--- src/rtl/pixel_ctrl_pkg.sv ---
// Shared types for the pixel array readout controller.
// State encoding and phase-counter sizing helper.
package pixel_ctrl_pkg;

  typedef enum logic [2:0] {
    IDLE,
    ERASE,
    EXPOSE,
    SETUP,
    CONVERT,
    DONE
  } state_t;

  // Counter holds (length - 1), so $clog2 of the longest phase is enough.
  function automatic int phase_w(
    input int a,
    input int b,
    input int c,
    input int d
  );
    int m;
    m = a;
    if (b > m) m = b;
    if (c > m) m = c;
    if (d > m) m = d;
    return (m < 2) ? 1 : $clog2(m);
  endfunction

endpackage

--- src/rtl/pixel_array_readout_ctrl_exp_time_reg.sv ---
// Saturating up/down exposure-time register.
// One step per enabled cycle; both requests together hold the value.
module exp_time_reg
  import pixel_ctrl_pkg::*;
#(
  parameter int EXP_W       = 5,
  parameter int EXP_MIN     = 2,
  parameter int EXP_MAX     = 30,
  parameter int EXP_DEFAULT = 4,
  parameter int EXP_STEP    = 1
) (
  input  logic             clk,
  input  logic             rst,
  input  logic             en,
  input  logic             inc,
  input  logic             dec,
  output logic [EXP_W-1:0] exp_time
);

  localparam logic [EXP_W:0] STEP_W = (EXP_W+1)'(EXP_STEP);
  localparam logic [EXP_W:0] MAX_W  = (EXP_W+1)'(EXP_MAX);
  localparam logic [EXP_W:0] LOW_W  = (EXP_W+1)'(EXP_MIN + EXP_STEP);
  localparam logic [EXP_W-1:0] MAX_N = EXP_W'(EXP_MAX);
  localparam logic [EXP_W-1:0] MIN_N = EXP_W'(EXP_MIN);
  localparam logic [EXP_W-1:0] DEF_N = EXP_W'(EXP_DEFAULT);

  logic [EXP_W:0] wide;
  logic [EXP_W:0] up;
  logic [EXP_W:0] dn;

  assign wide = {1'b0, exp_time};
  assign up   = wide + STEP_W;
  assign dn   = wide - STEP_W;

  always_ff @(posedge clk) begin
    if (rst) begin
      exp_time <= DEF_N;
    end else if (en) begin
      unique case (1'b1)
        inc && !dec:
          exp_time <= (up > MAX_W) ? MAX_N : up[EXP_W-1:0];
        dec && !inc:
          exp_time <= (wide < LOW_W) ? MIN_N : dn[EXP_W-1:0];
        default: ;
      endcase
    end
  end

endmodule

--- src/rtl/pixel_array_readout_ctrl.sv ---
// Erase / expose / row-readout sequencer for a NUM_ROWS pixel array.
// Outputs are registered from the next-state decode.
module pixel_array_readout_ctrl
  import pixel_ctrl_pkg::*;
#(
  parameter int NUM_ROWS     = 2,
  parameter int EXP_W        = 5,
  parameter int EXP_MIN      = 2,
  parameter int EXP_MAX      = 30,
  parameter int EXP_DEFAULT  = 4,
  parameter int EXP_STEP     = 1,
  parameter int ERASE_CYCLES = 2,
  parameter int SETUP_CYCLES = 1,
  parameter int ADC_CYCLES   = 2,
  localparam int RW = (NUM_ROWS > 1) ? $clog2(NUM_ROWS) : 1
) (
  input  logic                Clk,
  input  logic                Reset,
  input  logic                Exp_increase,
  input  logic                Exp_decrease,
  input  logic                Init,
  input  logic                Continuous,
  input  logic                Abort,
  output logic [NUM_ROWS-1:0] NRE,
  output logic                ADC,
  output logic                Expose,
  output logic                Erase,
  output logic                Busy,
  output logic [RW-1:0]       Row_idx,
  output logic [EXP_W-1:0]    Exp_time,
  output logic                Frame_done
);

  localparam int CW = phase_w(ERASE_CYCLES, EXP_MAX,
                              SETUP_CYCLES, ADC_CYCLES);
  localparam logic [CW-1:0] ERASE_LD = CW'(ERASE_CYCLES - 1);
  localparam logic [CW-1:0] SETUP_LD = CW'(SETUP_CYCLES - 1);
  localparam logic [CW-1:0] ADC_LD   = CW'(ADC_CYCLES - 1);
  localparam logic [RW-1:0] LAST_ROW = RW'(NUM_ROWS - 1);

  state_t            state, nstate;
  logic [CW-1:0]     cnt, ncnt;
  logic [RW-1:0]     row, nrow;
  logic [EXP_W-1:0]  snap, nsnap;
  logic [NUM_ROWS-1:0] nre_n;
  logic              rd;
  logic              adj_en;

  assign adj_en  = (state == IDLE) && !Init;
  assign Row_idx = row;

  exp_time_reg #(
    .EXP_W      (EXP_W),
    .EXP_MIN    (EXP_MIN),
    .EXP_MAX    (EXP_MAX),
    .EXP_DEFAULT(EXP_DEFAULT),
    .EXP_STEP   (EXP_STEP)
  ) u_exp (
    .clk     (Clk),
    .rst     (Reset),
    .en      (adj_en),
    .inc     (Exp_increase),
    .dec     (Exp_decrease),
    .exp_time(Exp_time)
  );

  always_comb begin
    nstate = state;
    ncnt   = (cnt == '0) ? cnt : cnt - 1'b1;
    nrow   = row;
    nsnap  = snap;
    unique case (state)
      IDLE: if (Init) begin
        nstate = ERASE;
        ncnt   = ERASE_LD;
        nsnap  = Exp_time;
      end
      ERASE: if (cnt == '0) begin
        nstate = EXPOSE;
        ncnt   = CW'(snap - 1'b1);
      end
      EXPOSE: if (cnt == '0) begin
        nstate = SETUP;
        ncnt   = SETUP_LD;
      end
      SETUP: if (cnt == '0) begin
        nstate = CONVERT;
        ncnt   = ADC_LD;
      end
      CONVERT: if (cnt == '0) begin
        if (row == LAST_ROW) begin
          nstate = DONE;
          ncnt   = '0;
        end else begin
          nstate = SETUP;
          ncnt   = SETUP_LD;
          nrow   = row + 1'b1;
        end
      end
      DONE: begin
        nrow = '0;
        if (Continuous) begin
          nstate = ERASE;
          ncnt   = ERASE_LD;
          nsnap  = Exp_time;
        end else begin
          nstate = IDLE;
        end
      end
      default: nstate = IDLE;
    endcase
    // Abort beats every transition, including a continuous restart.
    if (Abort && state != IDLE) begin
      nstate = IDLE;
      ncnt   = '0;
      nrow   = '0;
    end
  end

  always_comb begin
    rd = (nstate == SETUP) || (nstate == CONVERT);
    for (int i = 0; i < NUM_ROWS; i++)
      nre_n[i] = !(rd && nrow == RW'(i));
  end

  always_ff @(posedge Clk) begin
    if (Reset) begin
      state      <= IDLE;
      cnt        <= '0;
      row        <= '0;
      snap       <= EXP_W'(EXP_DEFAULT);
      NRE        <= '1;
      ADC        <= 1'b0;
      Expose     <= 1'b0;
      Erase      <= 1'b0;
      Busy       <= 1'b0;
      Frame_done <= 1'b0;
    end else begin
      state      <= nstate;
      cnt        <= ncnt;
      row        <= nrow;
      snap       <= nsnap;
      NRE        <= nre_n;
      ADC        <= (nstate == CONVERT);
      Expose     <= (nstate == EXPOSE);
      Erase      <= (nstate == ERASE);
      Busy       <= (nstate != IDLE);
      Frame_done <= (nstate == DONE);
    end
  end

endmodule

--- config.mk ---
export PLATFORM = sky130hd
export DESIGN_NAME = pixel_array_readout_ctrl
export DESIGN_NICKNAME = d
export VERILOG_FILES = /design/src/rtl/pixel_ctrl_pkg.sv /design/src/rtl/pixel_array_readout_ctrl_exp_time_reg.sv /design/src/rtl/pixel_array_readout_ctrl.sv
export SDC_FILE = /design/constraint.sdc
export NUM_CORES = 1
export LEC_CHECK = 0
export CAP_MARGIN = 20
export CORE_MARGIN = 1.5
export CORE_UTILIZATION = 55
export DETAILED_ROUTE_END_ITERATION = 10
export DONT_BUFFER_PORTS = 1
export PLACE_DENSITY = 0.8
export REMOVE_ABC_BUFFERS = 1
export SYNTH_ARGS = -nofsm -noshare
export SYNTH_HDL_FRONTEND = slang
export SYNTH_SLANG_ARGS = --single-unit
--- constraint.sdc ---
create_clock -name Clk -period 3 [get_ports Clk]
set_clock_uncertainty 0.2 [all_clocks]
set_input_delay 0.3 -clock Clk [delete_from_list [all_inputs] [get_ports Clk]]
set_output_delay 0.3 -clock Clk [all_outputs]
set_load 0.1 [all_outputs]
==> impl_metrics.py, run 1 <==
metrics = {
    "run_status": {
        "outcome": "finished, final reports clean",
    },
    "cells_and_area": {
        "nets": 220,
        "fillerInstances": 241,
        "final_core_util": 0.629,
        "area_growth_pct": 8.53,
        "diodes": 0,
        "drive_gt1_frac": 0.0882,
        "regArea_sq_um": 520,
        "multiInputGateArea_sq_um": 982,
    },
    "placed_design": {
        "port_buffers": 0,
        "place.detailed.hpwl_um": 2790,
        "gp_congestion": 0.974,
    },
    "timing": {
        "hold_violations": 0,
        "tns_ns": 0,
        "holdWs_ns": 0.00936,
        "fmax_ghz": 0.373,
        "fin_crit_sh": 0.893,
        "worstMarginPinSlew_ns": 0.945,
        "finalMaxSlewViolations": 0,
        "slew_headroom": 0.369,
        "finalSetupViolCount": 0,
        "period_needed_ns": 2.68,
        "rsz0062_at_grt": "false",
    },
    "synth": {
        "synth.distinct_cells": 47,
        "synth_top_area_share": 0.326,
        "ys_seq_area_frac": 0.326,
        "syn_inst": 201,
        "synth_area_sq_mm": 0.00160,
        "postSynthAreaPerCell_sq_um": 7.96,
        "synth.area.top_cells": "dfxtp_1 (33%), nor2_1 (6.3%), ha_1 (6.3%), a21oi_1 (3.4%), nor3_1 (2.8%)",
        "async_reset_ff_frac": 0,
        "ys.flop_type": "dfxtp_1",
        "synth-seq-cells": 26,
        "yosysTopAreaCell": "dfxtp_1",
        "synth_edf_count": 0,
        "yosysWarnings": 0,
    },
    "worst_setup_path": {
        "crit_end": "NRE[0]$_SDFF_PP1_",
        "crit_chain": "inv_1, ha_1, nor4b_4, buf_4, inv_4, or3_1, and4_4, o22a_1, or4_4",
        "critPathRequiredTime_ns": 3.03,
        "worst_setup_path_end_kind": "flop",
        "path_class": "reg2reg",
        "worstPathMaxFanout": 11,
        "slowest_stage": "or4_4",
        "r2r_cells": 9,
        "regToRegSetupSlack_ns": 0.32,
        "worstReg2RegStart": "cnt[0]$_SDFF_PP0_",
        "crit_start": "cnt[0]$_SDFF_PP0_",
        "startpoint_type": "flop",
        "cp_data_arrival_time_ns": 2.71,
        "critPathMaxStageDelay_ns": 0.50,
        "timing.rr.end": "NRE[0]$_SDFF_PP1_",
    },
    "global_route": {
        "use_met1": 0.313,
        "grt_pass1_wl_um": 6670,
        "grt_pass1_vias": 1491,
        "grt_antenna_before_repair": 0,
        "grt_overflow": 0,
        "use_met3": 0.0346,
        "met2_usage": 0.447,
        "grt_max_degree": 21,
        "grt_usage": 0.257,
        "grt_busiest_layer": "met2",
    },
    "detailed_routing": {
        "drt-initial-drc-count": 98,
        "drtAntennaViolNets": 0,
        "vias": 1520,
        "routed_wl_um": 3910,
        "firstDrtPassIters": 5,
        "vias_per_cell": 6.47,
        "routedWlPerCell_um": 16.6,
        "drcViolationCount": 0,
    },
    "floorplan": {
        "start_util": 0.580,
        "io_pins": 20,
        "die_width_um": 56.9,
        "die_h_um": 56.9,
        "design.die.area_sq_mm": 0.00324,
        "std_cell_rows": 19,
        "core_sq_mm": 0.00276,
    },
    "clock_network": {
        "cts_tree": "yes",
        "clk_latency_ns": 0.33,
        "clk_pin_slew_ns": 0.14,
        "cts_buffers": 3,
        "clock_path_buffers": 2,
        "root_buffer": "clkbuf_4",
        "clock-sinks": 26,
        "htreeDepth": 1,
    },
    "pwr": {
        "p_leak_nw": 0.683,
        "intPower_mw": 0.752,
        "p_per_area_mw_per_mm2": 748,
        "p_sw_mw": 0.546,
        "peakVddDrop_mv": 0.526,
        "combPwrFrac": 0.421,
        "seqPwrFrac": 0.390,
        "swShare": 0.421,
        "clkPwrFrac": 0.189,
    },
    "hold_path": {
        "hp-class": "in2reg",
        "holdPathStages": 2,
    },
    "job": {
        "cap_violations": 0,
    },
}
[per-layer routing]
| layer | vias up | wire, um |
|---|---|---|
| met3 | 11 | 302 |
| met2 | 77 | 1940 |
| met1 | 701 | 1590 |
| met5 | - | 0 |
| li1 | 731 | - |
| met4 | 0 | 78 |
[kinds of logic (layout without fill, tap and decap cells)]
family,count (synthesis),in the layout,share of synthesized area
DFF,26,26,0.326
AOI/OAI and AO/OA,53,53,0.225
buffers and inverters,25,28,0.0602
adders and majority gates,8,8,0.0626
and+or+nand+nor,78,78,0.261
xor gates and xnor gates,6,6,0.0329
muxes,5,5,0.0321
[critical path: cells and delay by family, from the launching register on]
kind	cells	cell delay [ns]
AO/OA/AOI/OAI	1	0.20
adder cells (fa/ha/maj)	1	0.21
buffers and inverters	3	0.34
flip-flops	1	0.38
AND/OR/NAND/NOR	4	1.24
[synthesized netlist by cell type (2+ instances only)]
| cell | count |
|---|---|
| nor3b_1 | 2 |
| and2_1 | 2 |
| a41oi_1 | 2 |
| clkbuf_1 | 12 |
| a311oi_1 | 2 |
| a211o_1 | 2 |
| o21ai_0 | 9 |
| nor2b_1 | 4 |
| ha_1 | 8 |
| dfxtp_1 | 26 |
| a21oi_1 | 11 |
| and3_1 | 3 |
| a21boi_0 | 2 |
| nand3b_1 | 2 |
| o22ai_1 | 2 |
| nor3_1 | 9 |
| o21a_1 | 2 |
| nand2b_1 | 4 |
| inv_1 | 12 |
| nor2_1 | 27 |
| nand2_1 | 11 |
| a32oi_1 | 2 |
| mux2i_1 | 4 |
| a22oi_1 | 2 |
| a31oi_1 | 4 |
| a211oi_1 | 3 |
| xor2_1 | 4 |
| xnor2_1 | 2 |
| a21o_1 | 2 |
| nand3_1 | 4 |
| or3_1 | 4 |
[cells in the final DEF, fill, tap and decap left out, types with 3 or more instances in the layout]
cell and instances:
a211oi_1 3, a21oi_1 11, a31oi_1 4, and3_1 3, buf_4 8, clkbuf_4 3
dfxtp_1 26, dlygate4sd3_1 3, ha_1 8, inv_1 12, mux2i_1 4, nand2_1 11
nand2b_1 4, nand3_1 4, nor2_1 27, nor2b_1 4, nor3_1 9, o21ai_0 9
or3_1 4, xor2_1 4
[metrics by stage]
step | worst slack, ns | area (sq um) | instances | power, mW
after global placement | 0.274 | 1640 | 226 | 0.989
after detailed placement | 0.168 | 1640 | 226 | 1.01
final | 0.320 | 1740 | 235 | 1.30
after CTS | 0.149 | 1720 | 233 | 1.25
after floorplan | 0.253 | 1550 | 189 | 0.898
after global routing | 0.215 | 1740 | 235 | 1.37
[power groups by stage]
stage | clock network [mW] | registers (mW) | logic [mW]
after floorplan | 0 | 0.543 | 0.355
after global placement | 0 | 0.509 | 0.481
after detailed placement | 0 | 0.513 | 0.492
after CTS | 0.246 | 0.505 | 0.502
after global routing | 0.262 | 0.514 | 0.596
final | 0.245 | 0.507 | 0.546
[timing repair]
action,4_1_cts,5_1_grt
resized for setup,0,0
hold buffers,3,0
setup endpoints to repair,0,1
buffers inserted,0,2
endpoints found under the hold margin,21,0
[layout make-up]
class / count / area share
tap: 31 / 0.0224
clock inverter: 1 / 0.0173
sequential: 26 / 0.300
inverter: 13 / 0.0296
timing repair buffer: 11 / 0.0519
multi-input combinational: 150 / 0.566
clock buffer: 3 / 0.0130
[how the worst min path moves through the flow]
stage	start	end
2_1_floorplan	Reset	u_exp.exp_time[3]$_SDFFE_PP0P_
3_3_place_gp	Reset	u_exp.exp_time[3]$_SDFFE_PP0P_
3_5_place_dp	Reset	u_exp.exp_time[3]$_SDFFE_PP0P_
4_1_cts	Init	state[0]$_SDFF_PP0_
5_1_grt	Init	state[0]$_SDFF_PP0_
6_report	Init	state[0]$_SDFF_PP0_
Note: power is estimated with default switching activity, not from simulation.
==> run 2: changes to the inputs <==
SKIP_CTS_REPAIR_TIMING = 1   (was unset)
==> run 2 against run 1 <==
Sequential cell count unchanged. The run now ends with negative hold slack left. Register-to-register slack about the same. Design area unchanged. Non-clock buffer count unchanged. Sequential power about the same. Hold slack got worse by 0.049 ns. Combinational power about the same. Fmax decreased by 0.18%. Sequential share of layout area unchanged. First-iteration DRC count increased by 26%. Highest routed layer unchanged.
==> impl_metrics.py, run 2 (synthesized netlist as in run 1, its figures left out) <==
metrics = {
    "run_status": {
        "outcome": "finished with violations",
        "violations": "negative hold slack",
    },
    "pwr": {
        "seqPwrFrac": 0.390,
        "combPwrFrac": 0.421,
        "clkPwrFrac": 0.189,
        "swShare": 0.421,
        "p_leak_nw": 0.683,
        "p_per_area_mw_per_mm2": 749,
        "intPower_mw": 0.752,
        "p_sw_mw": 0.548,
        "peakVddDrop_mv": 0.527,
    },
    "timing": {
        "fin_crit_sh": 0.895,
        "worst_slack_ns": 0.315,
        "tns_ns": 0,
        "hold_violations": 2,
        "worstMarginPinSlew_ns": 0.945,
        "fmax_ghz": 0.372,
        "finalSetupViolCount": 0,
        "finalMaxSlewViolations": 0,
        "holdWs_ns": -0.0393,
        "period_needed_ns": 2.68,
        "rsz0062_at_grt": "false",
        "slew_headroom": 0.369,
    },
    "worst_setup_path": {
        "worst_setup_path_end_kind": "flop",
        "worstPathMaxFanout": 11,
        "worstReg2RegStart": "cnt[0]$_SDFF_PP0_",
        "startpoint_type": "flop",
        "r2r_cells": 9,
        "timing.rr.end": "NRE[0]$_SDFF_PP1_",
        "path_class": "reg2reg",
        "crit_chain": "inv_1, ha_1, nor4b_4, buf_4, inv_4, or3_1, and4_4, o22a_1, or4_4",
        "critPathRequiredTime_ns": 3.03,
        "slowest_stage": "or4_4",
        "regToRegSetupSlack_ns": 0.32,
        "critPathMaxStageDelay_ns": 0.50,
        "cp_data_arrival_time_ns": 2.71,
    },
    "clock_network": {
        "clock-sinks": 26,
        "cts_buffers": 3,
        "clock_path_buffers": 2,
        "clk_latency_ns": 0.33,
        "root_buffer": "clkbuf_4",
        "cts_tree": "yes",
        "clk_pin_slew_ns": 0.14,
        "htreeDepth": 1,
    },
    "cells_and_area": {
        "area_growth_pct": 8.53,
        "diodes": 0,
        "nets": 220,
        "layout_commonest_cell": "nor2_1",
        "drive_gt1_frac": 0.0882,
        "final_cell_mix": "nor2_1 (27), dfxtp_1 (26), inv_1 (12)",
    },
    "detailed_routing": {
        "firstDrtPassIters": 5,
        "vias_per_cell": 6.58,
        "vias": 1546,
        "drtAntennaViolNets": 0,
        "routedWlPerCell_um": 16.8,
        "routed_wl_um": 3940,
        "drcViolationCount": 0,
        "drt-initial-drc-count": 123,
    },
    "hold_path": {
        "min_to": "cnt[0]$_SDFF_PP0_",
        "holdPathStages": 3,
        "hp-start": "Abort",
        "hp-class": "in2reg",
    },
    "floorplan": {
        "io_pins": 20,
        "core_sq_mm": 0.00276,
        "die_width_um": 56.9,
        "design.die.area_sq_mm": 0.00324,
        "start_util": 0.580,
        "die_h_um": 56.9,
        "std_cell_rows": 19,
    },
    "global_route": {
        "grt_usage": 0.254,
        "grt_overflow": 0,
        "grt_pass1_wl_um": 6600,
        "grt_pass1_vias": 1487,
        "grt_max_degree": 21,
        "grt_antenna_before_repair": 0,
    },
    "placed_design": {
        "pre_cts_ws_ns": 0.168,
        "place.detailed.hpwl_um": 2790,
        "port_buffers": 0,
        "gp_congestion": 0.974,
    },
    "job": {
        "cap_violations": 0,
    },
}
run 2: cell counts in the layout (fill, tap and decap cells not counted):
No cell type changed its count.
run 2: power groups by stage:
stage	sequential [mW]	clock [mW]	combinational (mW)
finish	0.507	0.245	0.547
global route	0.514	0.262	0.596
CTS	0.505	0.246	0.495
detailed placement	0.513	0	0.492
global placement	0.509	0	0.481
floorplan	0.543	0	0.355
run 2: worst max-delay path by stage:
stage                              startpoint                              to  cells after the start
6_report                    cnt[0]$_SDFF_PP0_               NRE[0]$_SDFF_PP1_                      9
5_1_grt                     cnt[0]$_SDFF_PP0_               NRE[0]$_SDFF_PP1_                      9
4_1_cts                     cnt[0]$_SDFF_PP0_               NRE[0]$_SDFF_PP1_                      8
3_5_place_dp                cnt[0]$_SDFF_PP0_               NRE[0]$_SDFF_PP1_                      8
3_3_place_gp                cnt[0]$_SDFF_PP0_               NRE[0]$_SDFF_PP1_                      8
2_1_floorplan  u_exp.exp_time[0]$_SDFFE_PP0P_  u_exp.exp_time[3]$_SDFFE_PP0P_                      6
run 2: routing by layer:
layer / up-vias / wire, um / share of wire / global-route usage
li1: 728 / - / - / -
met2: 80 / 1910 / 0.48 / 0.433
met3: 10 / 304 / 0.077 / 0.0461
met5: - / 0 / 0 / 0
met4: 0 / 86 / 0.022 / 0.123
met1: 728 / 1640 / 0.42 / 0.306
run 2: final cells by class:
cell class	count	area, sq um
tap	31	38.8
multi-input combinational	150	982
sequential	26	520
inverter	13	51.3
fill	240	1020
timing repair buffer	11	90.1
clock buffer	3	22.5
clock inverter	1	30.0
run 2: metrics by stage:
step | instance area (sq um) | util | power [mW] | cells
2_1_floorplan | 1550 | - | 0.898 | 189
3_3_place_gp | 1640 | 0.594 | 0.989 | 226
3_5_place_dp | 1640 | 0.594 | 1.01 | 226
4_1_cts | 1690 | 0.613 | 1.25 | 230
5_1_grt | 1740 | 0.629 | 1.37 | 235
6_report | 1740 | 0.629 | 1.30 | 235
run 2: worst max-delay path, delay by kind of cell (launching register included):
kind | cells | cell delay [ns]
AO/OA/AOI/OAI | 1 | 0.20
buffers and inverters | 3 | 0.35
flip-flops | 1 | 0.38
adder cells (fa/ha/maj) | 1 | 0.21
AND/OR/NAND/NOR | 4 | 1.24
==> run 3: changes to the inputs <==
GPL_TIMING_DRIVEN = 0   (was unset)
MAX_ROUTING_LAYER = met4   (was unset)
SKIP_LAST_GASP = 1   (was unset)
==> run 3 against run 2 <==
The flow now finishes without violations. Count of clock-buffer cells in the layout rose by 1. Combinational power about the same. Non-clock buffer count down 1. Via count down 4.3%. Sequential cell count unchanged. Total power shrank 5.0%. Largest cell class unchanged. Largest power group unchanged. Highest routed layer unchanged.
==> impl_metrics.py, run 3 (synthesized netlist as in run 1, its figures left out) <==
metrics = {
    "run_status": {
        "outcome": "finished, final reports clean",
    },
    "worst_setup_path": {
        "worstPathMaxFanout": 14,
        "startpoint_type": "flop",
        "slowest_stage": "nor3_1",
        "worst_setup_path_end_kind": "flop",
        "cp_data_arrival_time_ns": 2.88,
        "crit_chain": "or3_1, nor3_1, o21ai_0, a21oi_1, dlygate4sd3_1",
        "r2r_cells": 5,
        "path_class": "reg2reg",
        "critPathRequiredTime_ns": 3.08,
        "critPathMaxStageDelay_ns": 0.69,
    },
    "floorplan": {
        "design.die.area_sq_mm": 0.00324,
        "die_width_um": 56.9,
        "std_cell_rows": 19,
        "core_sq_mm": 0.00276,
        "io_pins": 20,
        "die_h_um": 56.9,
        "start_util": 0.580,
    },
    "detailed_routing": {
        "drt-initial-drc-count": 58,
        "routed_wl_um": 3700,
        "drcViolationCount": 0,
        "vias": 1480,
        "firstDrtPassIters": 5,
        "routedWlPerCell_um": 15.8,
        "drtAntennaViolNets": 0,
        "vias_per_cell": 6.32,
    },
    "global_route": {
        "grt_antenna_before_repair": 0,
        "grt_overflow": 0,
        "grt_pass1_wl_um": 6030,
        "grt_pass1_vias": 1415,
        "grt_usage": 0.242,
        "grt_max_degree": 21,
    },
    "timing": {
        "slew_headroom": 0.304,
        "hold_violations": 0,
        "holdWs_ns": 0.000760,
        "rsz0062_at_grt": "false",
        "period_needed_ns": 2.80,
        "fin_crit_sh": 0.933,
        "fmax_ghz": 0.357,
        "finalMaxSlewViolations": 0,
        "finalSetupViolCount": 0,
        "worstMarginPinSlew_ns": 1.04,
    },
    "cells_and_area": {
        "nets": 219,
        "final_core_util": 0.656,
        "drive_gt1_frac": 0.0788,
        "final_cell_mix": "nor2_1 (27), dfxtp_1 (26), inv_1 (12)",
        "diodes": 0,
        "area_growth_pct": 13.1,
        "layout_commonest_cell": "nor2_1",
        "design_area_sq_mm": 0.00181,
    },
    "clock_network": {
        "root_buffer": "clkbuf_4",
        "cts_buffers": 3,
        "clk_pin_slew_ns": 0.14,
        "clock_path_buffers": 2,
        "clock-sinks": 26,
        "cts_tree": "yes",
        "htreeDepth": 1,
        "clk_latency_ns": 0.32,
    },
    "placed_design": {
        "postPlaceCellArea_sq_mm": 0.00170,
        "place.detailed.hpwl_um": 2650,
        "gp_congestion": 0.850,
        "port_buffers": 0,
    },
    "hold_path": {
        "holdPathStages": 2,
        "hp-class": "in2reg",
    },
    "job": {
        "cap_violations": 0,
    },
    "pwr": {
        "peakVddDrop_mv": 0.609,
        "p_per_area_mw_per_mm2": 683,
        "p_leak_nw": 0.704,
    },
}
==> run 3: path summary, 6_finish.rpt <==
kind | startpoint | end | slack (ns)
max | state[0]$_SDFF_PP0_ | u_exp.exp_time[4]$_SDFFE_PP0P_ | 0.20
min | Abort | NRE[0]$_SDFF_PP1_ | 0.0008
max reg2reg | state[0]$_SDFF_PP0_ | u_exp.exp_time[4]$_SDFFE_PP0P_ | 0.20
min reg2reg | snap[1]$_SDFFE_PP0P_ | snap[1]$_SDFFE_PP0P_ | 0.35
==> run 3: layout make-up <==
type | count | area, sq um
clock buffers | 4 | 36.3
fillers | 230 | 950
inverters | 13 | 51.3
multi-input cells | 150 | 982
flip-flops and latches | 26 | 520
well taps | 31 | 38.8
repair buffers | 10 | 179
==> run 3: where the power goes <==
part / internal, mW / switching [mW] / leakage, nW
sequential: 0.389 / 0.124 / 0.212
combinational: 0.232 / 0.313 / 0.472
clock: 0.0742 / 0.102 / 0.0210
total: 0.695 / 0.540 / 0.704
==> run 3: through the flow <==
stage          power, mW  cells  setup TNS, ns  setup WS, ns
2_1_floorplan      0.898    189              0         0.253
3_3_place_gp       0.976    220         -0.221        -0.130
3_5_place_dp        1.03    224              0         0.116
4_1_cts             1.21    228              0        0.0875
5_1_grt             1.32    234              0        0.0688
6_report            1.23    234              0         0.201
==> run 3: routing by layer <==
layer | vias up | track usage | wire (um)
met1 | 679 | 0.272 | 1590
met4 | 0 | 0.126 | 80
li1 | 726 | - | -
met3 | 8 | 0.0346 | 242
met2 | 67 | 0.412 | 1790
met5 | - | - | 0
==> run 3: worst max-delay path, delay by kind of cell (launching register included) <==
family,cells,cell delay (ns)
simple gates,2,1.15
buf+inv,1,0.56
flops,1,0.47
compound gates,2,0.38
